===== config.mk =====
export PLATFORM = sky130hd
export DESIGN_NAME = acpo_wb_arbiter
export DESIGN_NICKNAME = d
export VERILOG_FILES = /design/src/rtl/acpo_pkg.sv /design/src/rtl/acpo_lane_fifo.sv /design/src/rtl/acpo_wb_arbiter.sv
export SDC_FILE = /design/constraint.sdc
export NUM_CORES = 1
export LEC_CHECK = 0
export CORE_MARGIN = 5
export CORE_UTILIZATION = 34
export DETAILED_ROUTE_END_ITERATION = 10
export GPL_TIMING_DRIVEN = 1
export HOLD_SLACK_MARGIN = 0.08
export PLACE_DENSITY = 0.58
export SETUP_SLACK_MARGIN = 0.05
export SLEW_MARGIN = 0
export SYNTH_ARGS = -nofsm -noshare
export SYNTH_HDL_FRONTEND = slang
export SYNTH_SLANG_ARGS = --single-unit

===== constraint.sdc =====
create_clock -name clk -period 12.8 [get_ports clk]
set_clock_uncertainty 0.2 [all_clocks]
set_input_delay 1.92 -clock clk [delete_from_list [all_inputs] [get_ports clk]]
set_output_delay 1.92 -clock clk [all_outputs]
set_load 0.02 [all_outputs]

===== src/rtl/acpo_pkg.sv =====
// Shared definitions for the activation+pooling write-back arbiter:
// default widths, lane index and FIFO entry types, FSM encoding and a
// small modular-wrap helper used by the round-robin search.
package acpo_pkg;

    localparam int POOL_NUM_DEF      = 16;
    localparam int DATA_WIDTH_DEF    = 8;
    localparam int ADDRESS_WIDTH_DEF = 10;
    localparam int FIFO_DEPTH_DEF    = 4;
    localparam int LANE_W_DEF        = $clog2(POOL_NUM_DEF);

    // Lane index at the default lane count.
    typedef logic [LANE_W_DEF-1:0] lane_idx_t;

    // One buffered pooling result, packed MSB-first as {last, addr, data}.
    typedef struct packed {
        logic                         last;
        logic [ADDRESS_WIDTH_DEF-1:0] addr;
        logic [DATA_WIDTH_DEF-1:0]    data;
    } acpo_entry_t;

    // Layer sequencing states.
    typedef enum logic [1:0] {
        ACPO_IDLE = 2'd0,
        ACPO_RUN  = 2'd1,
        ACPO_DONE = 2'd2
    } acpo_state_e;

    // Wraps an index known to be below 2*n back into 0..n-1, without
    // needing a divider for non power-of-two lane counts.
    function automatic int rr_wrap(input int idx, input int n);
        return (idx >= n) ? (idx - n) : idx;
    endfunction

endpackage


===== src/rtl/acpo_lane_fifo.sv =====
// Single-clock per-lane FIFO. Pointers carry one extra wrap bit so that
// full and empty can be told apart when the index bits are equal. A push
// into a full FIFO is accepted only when a pop happens in the same cycle.
module acpo_lane_fifo
    import acpo_pkg::*;
#(
    parameter int WIDTH = 1 + ADDRESS_WIDTH_DEF + DATA_WIDTH_DEF,
    parameter int DEPTH = FIFO_DEPTH_DEF
) (
    input  logic             clk,
    input  logic             rst_n,
    input  logic             push_i,
    input  logic             pop_i,
    input  logic [WIDTH-1:0] data_i,
    output logic [WIDTH-1:0] data_o,
    output logic             full_o,
    output logic             empty_o
);

    localparam int PTR_W = $clog2(DEPTH);

    logic [PTR_W:0]   wr_ptr_q;
    logic [PTR_W:0]   wr_ptr_d;
    logic [PTR_W:0]   rd_ptr_q;
    logic [PTR_W:0]   rd_ptr_d;
    logic [WIDTH-1:0] mem_q [DEPTH];
    logic             push_ok;
    logic             pop_ok;

    assign empty_o = (wr_ptr_q == rd_ptr_q);
    assign full_o  = (wr_ptr_q[PTR_W] != rd_ptr_q[PTR_W]) &&
                     (wr_ptr_q[PTR_W-1:0] == rd_ptr_q[PTR_W-1:0]);

    assign pop_ok  = pop_i && !empty_o;
    assign push_ok = push_i && (!full_o || pop_ok);

    assign wr_ptr_d = push_ok ? (wr_ptr_q + (PTR_W + 1)'(1)) : wr_ptr_q;
    assign rd_ptr_d = pop_ok  ? (rd_ptr_q + (PTR_W + 1)'(1)) : rd_ptr_q;

    assign data_o = mem_q[rd_ptr_q[PTR_W-1:0]];

    // Storage array; contents need no reset because the pointers define validity.
    always_ff @(posedge clk) begin
        if (push_ok) begin
            mem_q[wr_ptr_q[PTR_W-1:0]] <= data_i;
        end
    end

    // Read/write pointers, cleared only by reset.
    always_ff @(posedge clk or negedge rst_n) begin
        if (!rst_n) begin
            wr_ptr_q <= '0;
            rd_ptr_q <= '0;
        end else begin
            wr_ptr_q <= wr_ptr_d;
            rd_ptr_q <= rd_ptr_d;
        end
    end

endmodule


===== src/rtl/acpo_wb_arbiter.sv =====
// Round-robin write-back arbiter: buffers each pooling lane in its own
// FIFO, drains them one entry per cycle into a registered valid/ready
// write port, and pulses layer_done_o once every lane has written its
// last result and nothing is left buffered.
module acpo_wb_arbiter
    import acpo_pkg::*;
#(
    parameter int POOL_NUM      = POOL_NUM_DEF,
    parameter int DATA_WIDTH    = DATA_WIDTH_DEF,
    parameter int ADDRESS_WIDTH = ADDRESS_WIDTH_DEF,
    parameter int FIFO_DEPTH    = FIFO_DEPTH_DEF
) (
    input  logic                        clk,
    input  logic                        rst_n,
    input  logic                        start_i,
    input  logic [POOL_NUM-1:0]         pool_last_i,
    input  logic [POOL_NUM-1:0]         pool_valid_i,
    input  logic [DATA_WIDTH-1:0]       pool_result_i [POOL_NUM],
    input  logic [ADDRESS_WIDTH-1:0]    pool_result_address_i [POOL_NUM],
    output logic                        wr_valid_o,
    input  logic                        wr_ready_i,
    output logic [DATA_WIDTH-1:0]       wr_data_o,
    output logic [ADDRESS_WIDTH-1:0]    wr_addr_o,
    output logic [$clog2(POOL_NUM)-1:0] wr_lane_o,
    output logic                        wr_last_o,
    output logic [POOL_NUM-1:0]         overflow_o,
    output logic                        busy_o,
    output logic                        layer_done_o
);

    localparam int LANE_W  = $clog2(POOL_NUM);
    localparam int ENTRY_W = 1 + ADDRESS_WIDTH + DATA_WIDTH;

    // Per-lane FIFO plumbing.
    logic [ENTRY_W-1:0]  fifo_din  [POOL_NUM];
    logic [ENTRY_W-1:0]  fifo_dout [POOL_NUM];
    logic [POOL_NUM-1:0] fifo_full;
    logic [POOL_NUM-1:0] fifo_empty;
    logic [POOL_NUM-1:0] fifo_pop;
    logic [POOL_NUM-1:0] lane_drop;

    // Round-robin selection.
    logic [LANE_W-1:0]   rr_ptr_q;
    logic [LANE_W-1:0]   rr_ptr_d;
    logic [LANE_W-1:0]   cand;
    logic [LANE_W-1:0]   grant_lane;
    logic                grant_valid;
    logic [ENTRY_W-1:0]  grant_entry;

    // Output register.
    logic                wr_valid_q;
    logic                wr_valid_d;
    logic [ENTRY_W-1:0]  wr_entry_q;
    logic [ENTRY_W-1:0]  wr_entry_d;
    logic [LANE_W-1:0]   wr_lane_q;
    logic [LANE_W-1:0]   wr_lane_d;
    logic                load_en;
    logic                handshake;

    // Layer tracking.
    acpo_state_e         state_q;
    acpo_state_e         state_d;
    logic [POOL_NUM-1:0] lane_done_q;
    logic [POOL_NUM-1:0] lane_done_d;
    logic [POOL_NUM-1:0] done_set;
    logic [POOL_NUM-1:0] overflow_q;
    logic [POOL_NUM-1:0] overflow_d;
    logic                start_clear;
    logic                layer_exit;

    // The output register takes a new entry whenever it is empty or its
    // current entry is being accepted this cycle.
    assign load_en   = !wr_valid_q || wr_ready_i;
    assign handshake = wr_valid_q && wr_ready_i;

    genvar g;
    generate
        for (g = 0; g < POOL_NUM; g++) begin : g_lane
            assign fifo_din[g]  = {pool_last_i[g], pool_result_address_i[g], pool_result_i[g]};
            assign fifo_pop[g]  = load_en && grant_valid && (grant_lane == LANE_W'(g));
            assign lane_drop[g] = pool_valid_i[g] && fifo_full[g] && !fifo_pop[g];

            acpo_lane_fifo #(
                .WIDTH (ENTRY_W),
                .DEPTH (FIFO_DEPTH)
            ) u_fifo (
                .clk     (clk),
                .rst_n   (rst_n),
                .push_i  (pool_valid_i[g]),
                .pop_i   (fifo_pop[g]),
                .data_i  (fifo_din[g]),
                .data_o  (fifo_dout[g]),
                .full_o  (fifo_full[g]),
                .empty_o (fifo_empty[g])
            );
        end
    endgenerate

    // Pick the first non-empty lane at or after rr_ptr, wrapping around.
    always_comb begin
        grant_valid = 1'b0;
        grant_lane  = '0;
        cand        = '0;
        for (int k = 0; k < POOL_NUM; k++) begin
            cand = LANE_W'(rr_wrap(int'(rr_ptr_q) + k, POOL_NUM));
            if (!grant_valid && !fifo_empty[cand]) begin
                grant_valid = 1'b1;
                grant_lane  = cand;
            end
        end
    end

    assign grant_entry = fifo_dout[grant_lane];

    // Output register next state: load the granted entry, or hold while stalled.
    always_comb begin
        wr_valid_d = wr_valid_q;
        wr_entry_d = wr_entry_q;
        wr_lane_d  = wr_lane_q;
        if (load_en) begin
            wr_valid_d = grant_valid;
            if (grant_valid) begin
                wr_entry_d = grant_entry;
                wr_lane_d  = grant_lane;
            end
        end
    end

    // Lane completion, sticky drop flags and the round-robin pointer.
    // A start in IDLE clears them first; same-cycle events still register.
    always_comb begin
        start_clear = (state_q == ACPO_IDLE) && start_i;

        done_set = '0;
        if (handshake && wr_entry_q[ENTRY_W-1]) begin
            done_set[wr_lane_q] = 1'b1;
        end

        lane_done_d = (start_clear ? '0 : lane_done_q) | done_set;
        overflow_d  = (start_clear ? '0 : overflow_q) | lane_drop;

        rr_ptr_d = rr_ptr_q;
        if (load_en && grant_valid) begin
            rr_ptr_d = LANE_W'(rr_wrap(int'(grant_lane) + 1, POOL_NUM));
        end
        if (start_clear) begin
            rr_ptr_d = '0;
        end
    end

    // The layer is complete once, after this edge, every lane is done and
    // nothing is buffered. An empty output register next cycle already
    // implies every FIFO was empty now, so only new pushes need excluding.
    assign layer_exit = (&lane_done_d) && !wr_valid_d && !(|pool_valid_i);

    // Layer sequencing: IDLE -> RUN on start, RUN -> DONE on completion,
    // DONE lasts one cycle.
    always_comb begin
        state_d = state_q;
        case (state_q)
            ACPO_IDLE: if (start_i)    state_d = ACPO_RUN;
            ACPO_RUN:  if (layer_exit) state_d = ACPO_DONE;
            ACPO_DONE:                 state_d = ACPO_IDLE;
            default:                   state_d = ACPO_IDLE;
        endcase
    end

    // All arbiter state, cleared asynchronously by reset.
    always_ff @(posedge clk or negedge rst_n) begin
        if (!rst_n) begin
            state_q     <= ACPO_IDLE;
            rr_ptr_q    <= '0;
            lane_done_q <= '0;
            overflow_q  <= '0;
            wr_valid_q  <= 1'b0;
            wr_entry_q  <= '0;
            wr_lane_q   <= '0;
        end else begin
            state_q     <= state_d;
            rr_ptr_q    <= rr_ptr_d;
            lane_done_q <= lane_done_d;
            overflow_q  <= overflow_d;
            wr_valid_q  <= wr_valid_d;
            wr_entry_q  <= wr_entry_d;
            wr_lane_q   <= wr_lane_d;
        end
    end

    assign wr_valid_o   = wr_valid_q;
    assign wr_last_o    = wr_entry_q[ENTRY_W-1];
    assign wr_addr_o    = wr_entry_q[DATA_WIDTH +: ADDRESS_WIDTH];
    assign wr_data_o    = wr_entry_q[DATA_WIDTH-1:0];
    assign wr_lane_o    = wr_lane_q;
    assign overflow_o   = overflow_q;
    assign busy_o       = (state_q == ACPO_RUN);
    assign layer_done_o = (state_q == ACPO_DONE);

endmodule


==> impl_metrics.py, run 1 <==
metrics = {
    "clocking": {
        "clockRootBuffer": "sky130_fd_sc_hd__clkbuf_16",
        "holdBufCountCts": 0,
        "clock_latency_ns": 0.80,
        "tritoncts": "done",
        "clkSlewWorstSetupHoldPaths_ns": 0.06,
        "cts_resized": 0,
        "clock_tree.buffer_depth": 3,
        "clock_sinks": 1374,
        "post_cts_setup_buffer_count": 0,
        "cts_buffers": 149,
        "cts_htree_levels": 4,
    },
    "sta": {
        "relSlewSlack_pct": -0.513,
        "maxSlewViolCount": 1,
        "finalHoldViolCount": 0,
        "grt_setup_unrepaired": "no",
        "setup_viol_count_final": 0,
        "final.min_clock_period_ns": 8.97,
        "final.period_utilization_pct": 70.1,
        "worst_tran_pin_value_ns": 1.50,
        "max_freq_mhz": 111,
        "final.setup.worst_slack_ns": 3.83,
        "tns_ns": 0,
    },
    "synthesis": {
        "synth_compound_gate_area_share_pct": 7.55,
        "synth_area_mm2": 0.0612,
        "post_synth_most_frequent_cells": "sky130_fd_sc_hd__edfxtp_1, sky130_fd_sc_hd__mux4_2, sky130_fd_sc_hd__nand2_1",
        "syn-num-nets": 4085,
        "synthTopCellsByArea": "sky130_fd_sc_hd__edfxtp_1, sky130_fd_sc_hd__mux4_2, sky130_fd_sc_hd__dfrtp_1, sky130_fd_sc_hd__mux2i_1, sky130_fd_sc_hd__ha_1",
        "synth_area_leader_cell": "sky130_fd_sc_hd__edfxtp_1",
        "yosys.area.top_type_share_pct": 59.7,
        "synth_ff_type": "sky130_fd_sc_hd__edfxtp_1",
        "syn_area_per_cell_um2": 16.7,
        "netlist_instances": 3674,
        "synth_simple_gate_area_share_pct": 5.63,
        "synth_fa_ha_area_share_pct": 1.78,
        "synth_seq_cells": 1374,
        "synth_seq_area_share_pct": 66.1,
        "post_synth_num_cell_types": 91,
        "synth-warning-count": 0,
        "combinational_family_with_the_most_area_after_synthesis": "multiplexers",
        "synth_xor_xnor_area_share_pct": 2.00,
        "number_of_enable_flip_flop_cells_after_synthesis": 1216,
        "synthMostInstantiatedCell": "sky130_fd_sc_hd__edfxtp_1",
        "proportion_of_synthesized_area_in_mux_cells_pct": 15.0,
        "postSynth.asyncResetShare_pct": 11.5,
    },
    "drt": {
        "route.vias.total": 35900,
        "totalWireLength_um": 189000,
        "met2_length_um": 94900,
        "drt_first_pass_iters": 8,
        "drtIter0Drc": 3468,
        "detail_route.vias_per_cell": 5.50,
        "routed_wire_length_per_instance_um": 29.0,
        "met1Wirelength_um": 74600,
        "maxUsedRoutingLayer": "met5",
        "drc": 0,
        "detailroute.wirelength.met3_um": 12300,
        "final_antenna_net_count": 0,
    },
    "final_layout": {
        "final.fill_count": 16200,
        "layout_cell_share_with_drive_strength_beyond_1_pct": 17.3,
        "fin_nets": 4452,
        "flow.area_growth_from_synthesis_pct": 18.4,
        "seqCellArea_mm2": 0.0405,
        "multi_input_area_mm2": 0.0196,
    },
    "place": {
        "globalplace.congestion": 0.949,
        "port-buffer-count": 365,
        "dp.final_hpwl_um": 135000,
        "dp_worst_setup_slack_ns": 3.99,
    },
    "critical_path": {
        "worstSetupStartpointType": "flip-flop",
        "cp_max_fo": 84,
        "setup.worst_path.end_class": "flip-flop",
        "setup.worst_path.start": "rr_ptr_q[1]",
        "cp.required_ns": 13.00,
        "timing.setup.critical_path_class": "reg2reg",
        "cp_data_arrival_time_ns": 9.17,
        "r2r_start": "rr_ptr_q[1]",
    },
    "job": {
        "max-cap-violations": 1,
    },
    "floorplanning": {
        "die_h_um": 434,
        "floorplan.die.width_um": 434,
        "io-pin-count": 366,
        "floorplan.initialDensity_pct": 34.2,
        "std_cell_rows": 155,
        "design.core.area_mm2": 0.179,
        "die_area_mm2": 0.189,
    },
    "status": {
        "violations": "max-capacitance violations, max-slew violations",
        "outcome": "complete, but fails checks",
    },
    "pwr": {
        "power_density_of_the_placed_cells_mw_per_mm2": 299,
        "vdd_drop_max_v": 0.000249,
        "power.static_leakage_nw": 24.5,
    },
    "global_routing": {
        "antenna_found_initial": 38,
        "grt_util_all_layers_pct": 19.8,
        "grt_max_degree": 112,
        "number_of_global_route_vias_before_repair": 35800,
        "wire_length_of_the_first_global_routing_pass_um": 266000,
        "grt.overflow.total": 0,
    },
    "min_path": {
        "hold_path.class": "reg2reg",
        "worst_hold_startpoint": "state_q[1]",
    },
}
==> cell usage in the layout (no fill, tap or decap), types with 78 or more instances in the layout <==
master,instances
sky130_fd_sc_hd__edfxtp_1,1216
sky130_fd_sc_hd__clkdlybuf4s50_1,364
sky130_fd_sc_hd__mux4_2,339
sky130_fd_sc_hd__nand2_1,231
sky130_fd_sc_hd__dfrtp_1,157
sky130_fd_sc_hd__clkbuf_16,150
sky130_fd_sc_hd__mux2i_1,109
sky130_fd_sc_hd__o21ai_0,105
sky130_fd_sc_hd__a31oi_1,96
sky130_fd_sc_hd__a21oi_1,89
sky130_fd_sc_hd__ha_1,87
sky130_fd_sc_hd__and2_1,84
sky130_fd_sc_hd__nor2b_1,83
sky130_fd_sc_hd__xnor2_1,81
sky130_fd_sc_hd__and3_1,80
sky130_fd_sc_hd__nor2_1,78
sky130_fd_sc_hd__a221oi_1,78
==> critical path, stage by stage, from the launching register on <==
cell and delay, ns:
sky130_fd_sc_hd__dfrtp_1 0.33, sky130_fd_sc_hd__buf_4 0.42, sky130_fd_sc_hd__ha_1 0.47, sky130_fd_sc_hd__xor2_2 0.21
sky130_fd_sc_hd__buf_8 0.23, sky130_fd_sc_hd__nor4_1 1.02, sky130_fd_sc_hd__o22ai_1 0.19, sky130_fd_sc_hd__or4b_2 0.68
sky130_fd_sc_hd__a21boi_0 0.32, sky130_fd_sc_hd__nand2_1 0.23, sky130_fd_sc_hd__a311oi_1 0.12, sky130_fd_sc_hd__a21o_1 0.20
sky130_fd_sc_hd__a221oi_1 0.36, sky130_fd_sc_hd__a211o_4 0.88, sky130_fd_sc_hd__buf_4 0.87, sky130_fd_sc_hd__nand2_4 0.29
sky130_fd_sc_hd__o211ai_2 0.42, sky130_fd_sc_hd__and3_1 0.93
==> area by class of cell <==
cell class                 instances  share of cell area, %
clock buffer                     188                   5.43
inverter                          57                  0.302
clock inverter                    86                   1.30
sequential                      1374                   55.9
timing repair buffer             444                   5.90
tap                             2355                   4.07
multi-input combinational       2015                   27.1
antenna                            9                 0.0311
==> kinds of logic (layout without fill, tap and decap cells) <==
| group | count (synthesis) | count (layout) |
|---|---|---|
| DFF | 1374 | 1374 |
| and+or+nand+nor | 667 | 667 |
| AOI/OAI and AO/OA | 633 | 633 |
| muxes | 488 | 488 |
| buffers and inverters | 285 | 775 |
| xor gates and xnor gates | 140 | 140 |
| adders and majority gates | 87 | 87 |
| other | 0 | 9 |
==> path summary, 6_finish.rpt <==
kind                       slack [ns]  cells past startpoint                             to
setup / recovery                 3.83                     17  g_lane[3].u_fifo.mem_q[3][16]
hold / removal                   0.27                      1                     state_q[1]
setup reg to reg                 3.83                     17  g_lane[3].u_fifo.mem_q[3][16]
hold reg to reg                  0.27                      1                     state_q[1]
max in group asynchronous       10.17                      2                    rr_ptr_q[0]
min in group asynchronous        0.87                      1                     state_q[1]
==> sequential cells by signal, summed over array words and instances (netlist names) <==
name and count:
wr_entry_q 19, g_lane.u_fifo.mem_q 1216, rr_ptr_q 4, wr_valid_o 1
g_lane.u_fifo.wr_ptr_q 48, wr_lane_o 4, state_q 2, g_lane.u_fifo.rd_ptr_q 48
lane_done_q 16, overflow_o 16
==> report_power, final <==
part	total, mW	internal [mW]	switching (mW)
clock	4.24	2.42	1.82
combinational	10.7	3.68	7.03
sequential	6.67	6.12	0.554
total	21.6	12.2	9.41
==> per-stage QoR <==
step                hold slack (ns)  instances  util [%]  instance area (um2)  total power, mW
floorplan                     0.245       3674         -                61200             13.2
global placement              0.263       6244      37.8                67500             17.3
CTS                           0.279       6519      40.5                72400             21.6
global route                  0.301       6522      40.5                72400             22.5
detailed placement            0.271       6245      37.8                67500             17.3
finish                        0.273       6528      40.5                72400             21.6
==> per-layer routing <==
layer  up-vias  global-route usage (%)
li1      15600                       -
met1     18600                    25.1
met2      1359                    33.6
met3       329                    4.05
met4        14                    7.47
met5         -                       0
Note: power is estimated with default switching activity, not from simulation.
==> inputs of run 2 (changes only) <==
- clock period: 12.8 -> 8.45 ns (I/O delays scaled with it)
==> impl_metrics.py, run 2 (same netlist as run 1, synthesis figures left out) <==
metrics = {
    "final_layout": {
        "flow.area_growth_from_synthesis_pct": 19.7,
        "layout_cell_share_with_drive_strength_beyond_1_pct": 19.3,
        "fin_nets": 4559,
        "largest_register_ff_count": 1216,
        "layout.cells.most_common": "sky130_fd_sc_hd__edfxtp_1",
        "mostFrequentLayoutCells": "sky130_fd_sc_hd__edfxtp_1, sky130_fd_sc_hd__clkdlybuf4s50_1, sky130_fd_sc_hd__mux4_2",
    },
    "pwr": {
        "power.share.switching_pct": 43.4,
        "total_power_mw": 33.6,
        "power.combinational.fraction_pct": 51.2,
        "clockPowerShare_pct": 19.1,
        "vdd_drop_max_v": 0.000448,
        "p_int_mw": 19.0,
        "power_density_of_the_placed_cells_mw_per_mm2": 459,
        "power.static_leakage_nw": 25.1,
        "total_switching_power_mw": 14.6,
        "share_seq_of_total_power_pct": 29.7,
    },
    "place": {
        "dp.final_hpwl_um": 138000,
        "globalplace.congestion": 1.01,
        "port-buffer-count": 365,
        "dp_worst_setup_slack_ns": 1.61,
    },
    "global_routing": {
        "antenna_found_initial": 50,
        "grt_util_all_layers_pct": 20.0,
        "number_of_global_route_vias_before_repair": 36600,
        "grt.overflow.total": 0,
        "grt_max_degree": 182,
        "wire_length_of_the_first_global_routing_pass_um": 269000,
    },
    "clocking": {
        "post_cts_setup_buffer_count": 0,
        "cts_buffers": 149,
        "clock_latency_ns": 0.80,
        "clock_sinks": 1374,
        "clockRootBuffer": "sky130_fd_sc_hd__clkbuf_16",
        "tritoncts": "done",
        "clock_tree.buffer_depth": 3,
        "cts_htree_levels": 4,
        "cts_resized": 0,
        "clkSlewWorstSetupHoldPaths_ns": 0.06,
        "holdBufCountCts": 0,
    },
    "floorplanning": {
        "io-pin-count": 366,
        "floorplan.initialDensity_pct": 34.2,
        "die_area_mm2": 0.189,
        "std_cell_rows": 155,
        "floorplan.die.width_um": 434,
        "design.core.area_mm2": 0.179,
        "die_h_um": 434,
    },
    "critical_path": {
        "cp.required_ns": 8.71,
        "timing.reg2reg.setup_slack_ns": 1.41,
        "timing.setup.critical_path_class": "reg2reg",
        "most_common_cell_type_on_the_critical_path": "sky130_fd_sc_hd__buf_4",
        "cp_max_fo": 19,
        "timing.critical_path.slowest_cell_delay_ns": 0.84,
        "worstSetupStartpointType": "flip-flop",
        "setup.worst_path.end_class": "flip-flop",
        "cp_data_arrival_time_ns": 7.30,
        "cp_cell_sequence": "buf_4, ha_1, a21boi_0, o2111ai_1, o211a_1, nand4b_1, nor3_1, buf_4, and3_4, nand3_2, nor2_4, a22oi_1, a21oi_2, nand3_2, o21ai_1, and3_1, buf_4",
        "timing.critical_path.slowest_stage_cell": "sky130_fd_sc_hd__a21boi_0",
    },
    "drt": {
        "detail_route.vias_per_cell": 5.54,
        "final_antenna_net_count": 0,
        "drc": 0,
        "drt_first_pass_iters": 5,
        "drtIter0Drc": 3593,
        "routed_wire_length_per_instance_um": 28.8,
        "totalWireLength_um": 191000,
        "route.vias.total": 36800,
    },
    "sta": {
        "tns_ns": 0,
        "relSlewSlack_pct": 21.9,
        "finalHoldViolCount": 0,
        "worst_tran_pin_value_ns": 1.17,
        "final.period_utilization_pct": 83.4,
        "maxSlewViolCount": 0,
        "grt_setup_unrepaired": "no",
        "max_freq_mhz": 142,
        "setup_viol_count_final": 0,
        "final.setup.worst_slack_ns": 1.41,
        "final.min_clock_period_ns": 7.04,
    },
    "min_path": {
        "hold_path.class": "in2async",
    },
    "status": {
        "outcome": "finished clean",
    },
    "job": {
        "max-cap-violations": 0,
    },
}
[run 2: changes by cell type in the layout (fill, tap and decap cells not counted), sizes merged]
| cell | change |
|---|---|
| clkinvlp | +1 |
| buf | +107 |
| clkinv | -7 |
| inv | +3 |
| bufinv | -1 |
| diode | +4 |
| clkbuf | +2 |
[run 2: layer usage]
metal	vias up	part of all wire, %	GRT usage (%)
li1	15800	-	-
met1	19100	39	25.3
met4	16	5.1	9.34
met2	1491	49	33.1
met3	379	7.1	4.21
met5	-	0.050	0
[run 2: critical path: cells and delay by family, from the launching register on]
family	cells	cell delay (ns)
AOI/OAI and AO/OA	6	2.61
and+or+nand+nor	7	2.16
buffers and inverters	3	0.83
DFF	1	0.52
adders and majority gates	1	0.31
[run 2: power groups by stage]
stage	clock network, mW	registers [mW]	logic (mW)
floorplan	0	9.95	10.0
global placement	0	10.1	16.9
detailed placement	0	10.1	17.0
CTS	6.57	10.0	17.0
global route	6.86	10.1	18.0
finish	6.41	9.99	17.2
[run 2: path summary, 6_finish.rpt]
check | from | to | cells after the start
min in group clk | state_q[1] | state_q[1] | 1
hold reg to reg | state_q[1] | state_q[1] | 1
setup / recovery | rr_ptr_q[1] | g_lane[10].u_fifo.mem_q[3][17] | 17
setup reg to reg | rr_ptr_q[1] | g_lane[10].u_fifo.mem_q[3][17] | 17
hold / removal | rst_n | state_q[1] | 1
max in group asynchronous | rst_n | g_lane[2].u_fifo.rd_ptr_q[0] | 2
[run 2: layout make-up]
type                       count  area [um2]
sequential                  1374       40500
timing repair buffer         551        5130
tap                         2355        2950
clock inverter                82         877
clock buffer                 190        3980
multi-input combinational   2015       19600
antenna                       13        32.5
fill                       16200      106000
inverter                      57         219
[run 2: per-stage QoR]
step / instances / utilization [%] / hold slack [ns] / cell area [um2]
after floorplan: 3674 / - / 0.245 / 61200
after global placement: 6352 / 38.2 / 0.261 / 68400
after detailed placement: 6352 / 38.2 / 0.270 / 68400
after CTS: 6624 / 41.0 / 0.161 / 73200
after global routing: 6629 / 41.0 / 0.205 / 73300
final: 6637 / 41.0 / 0.207 / 73300
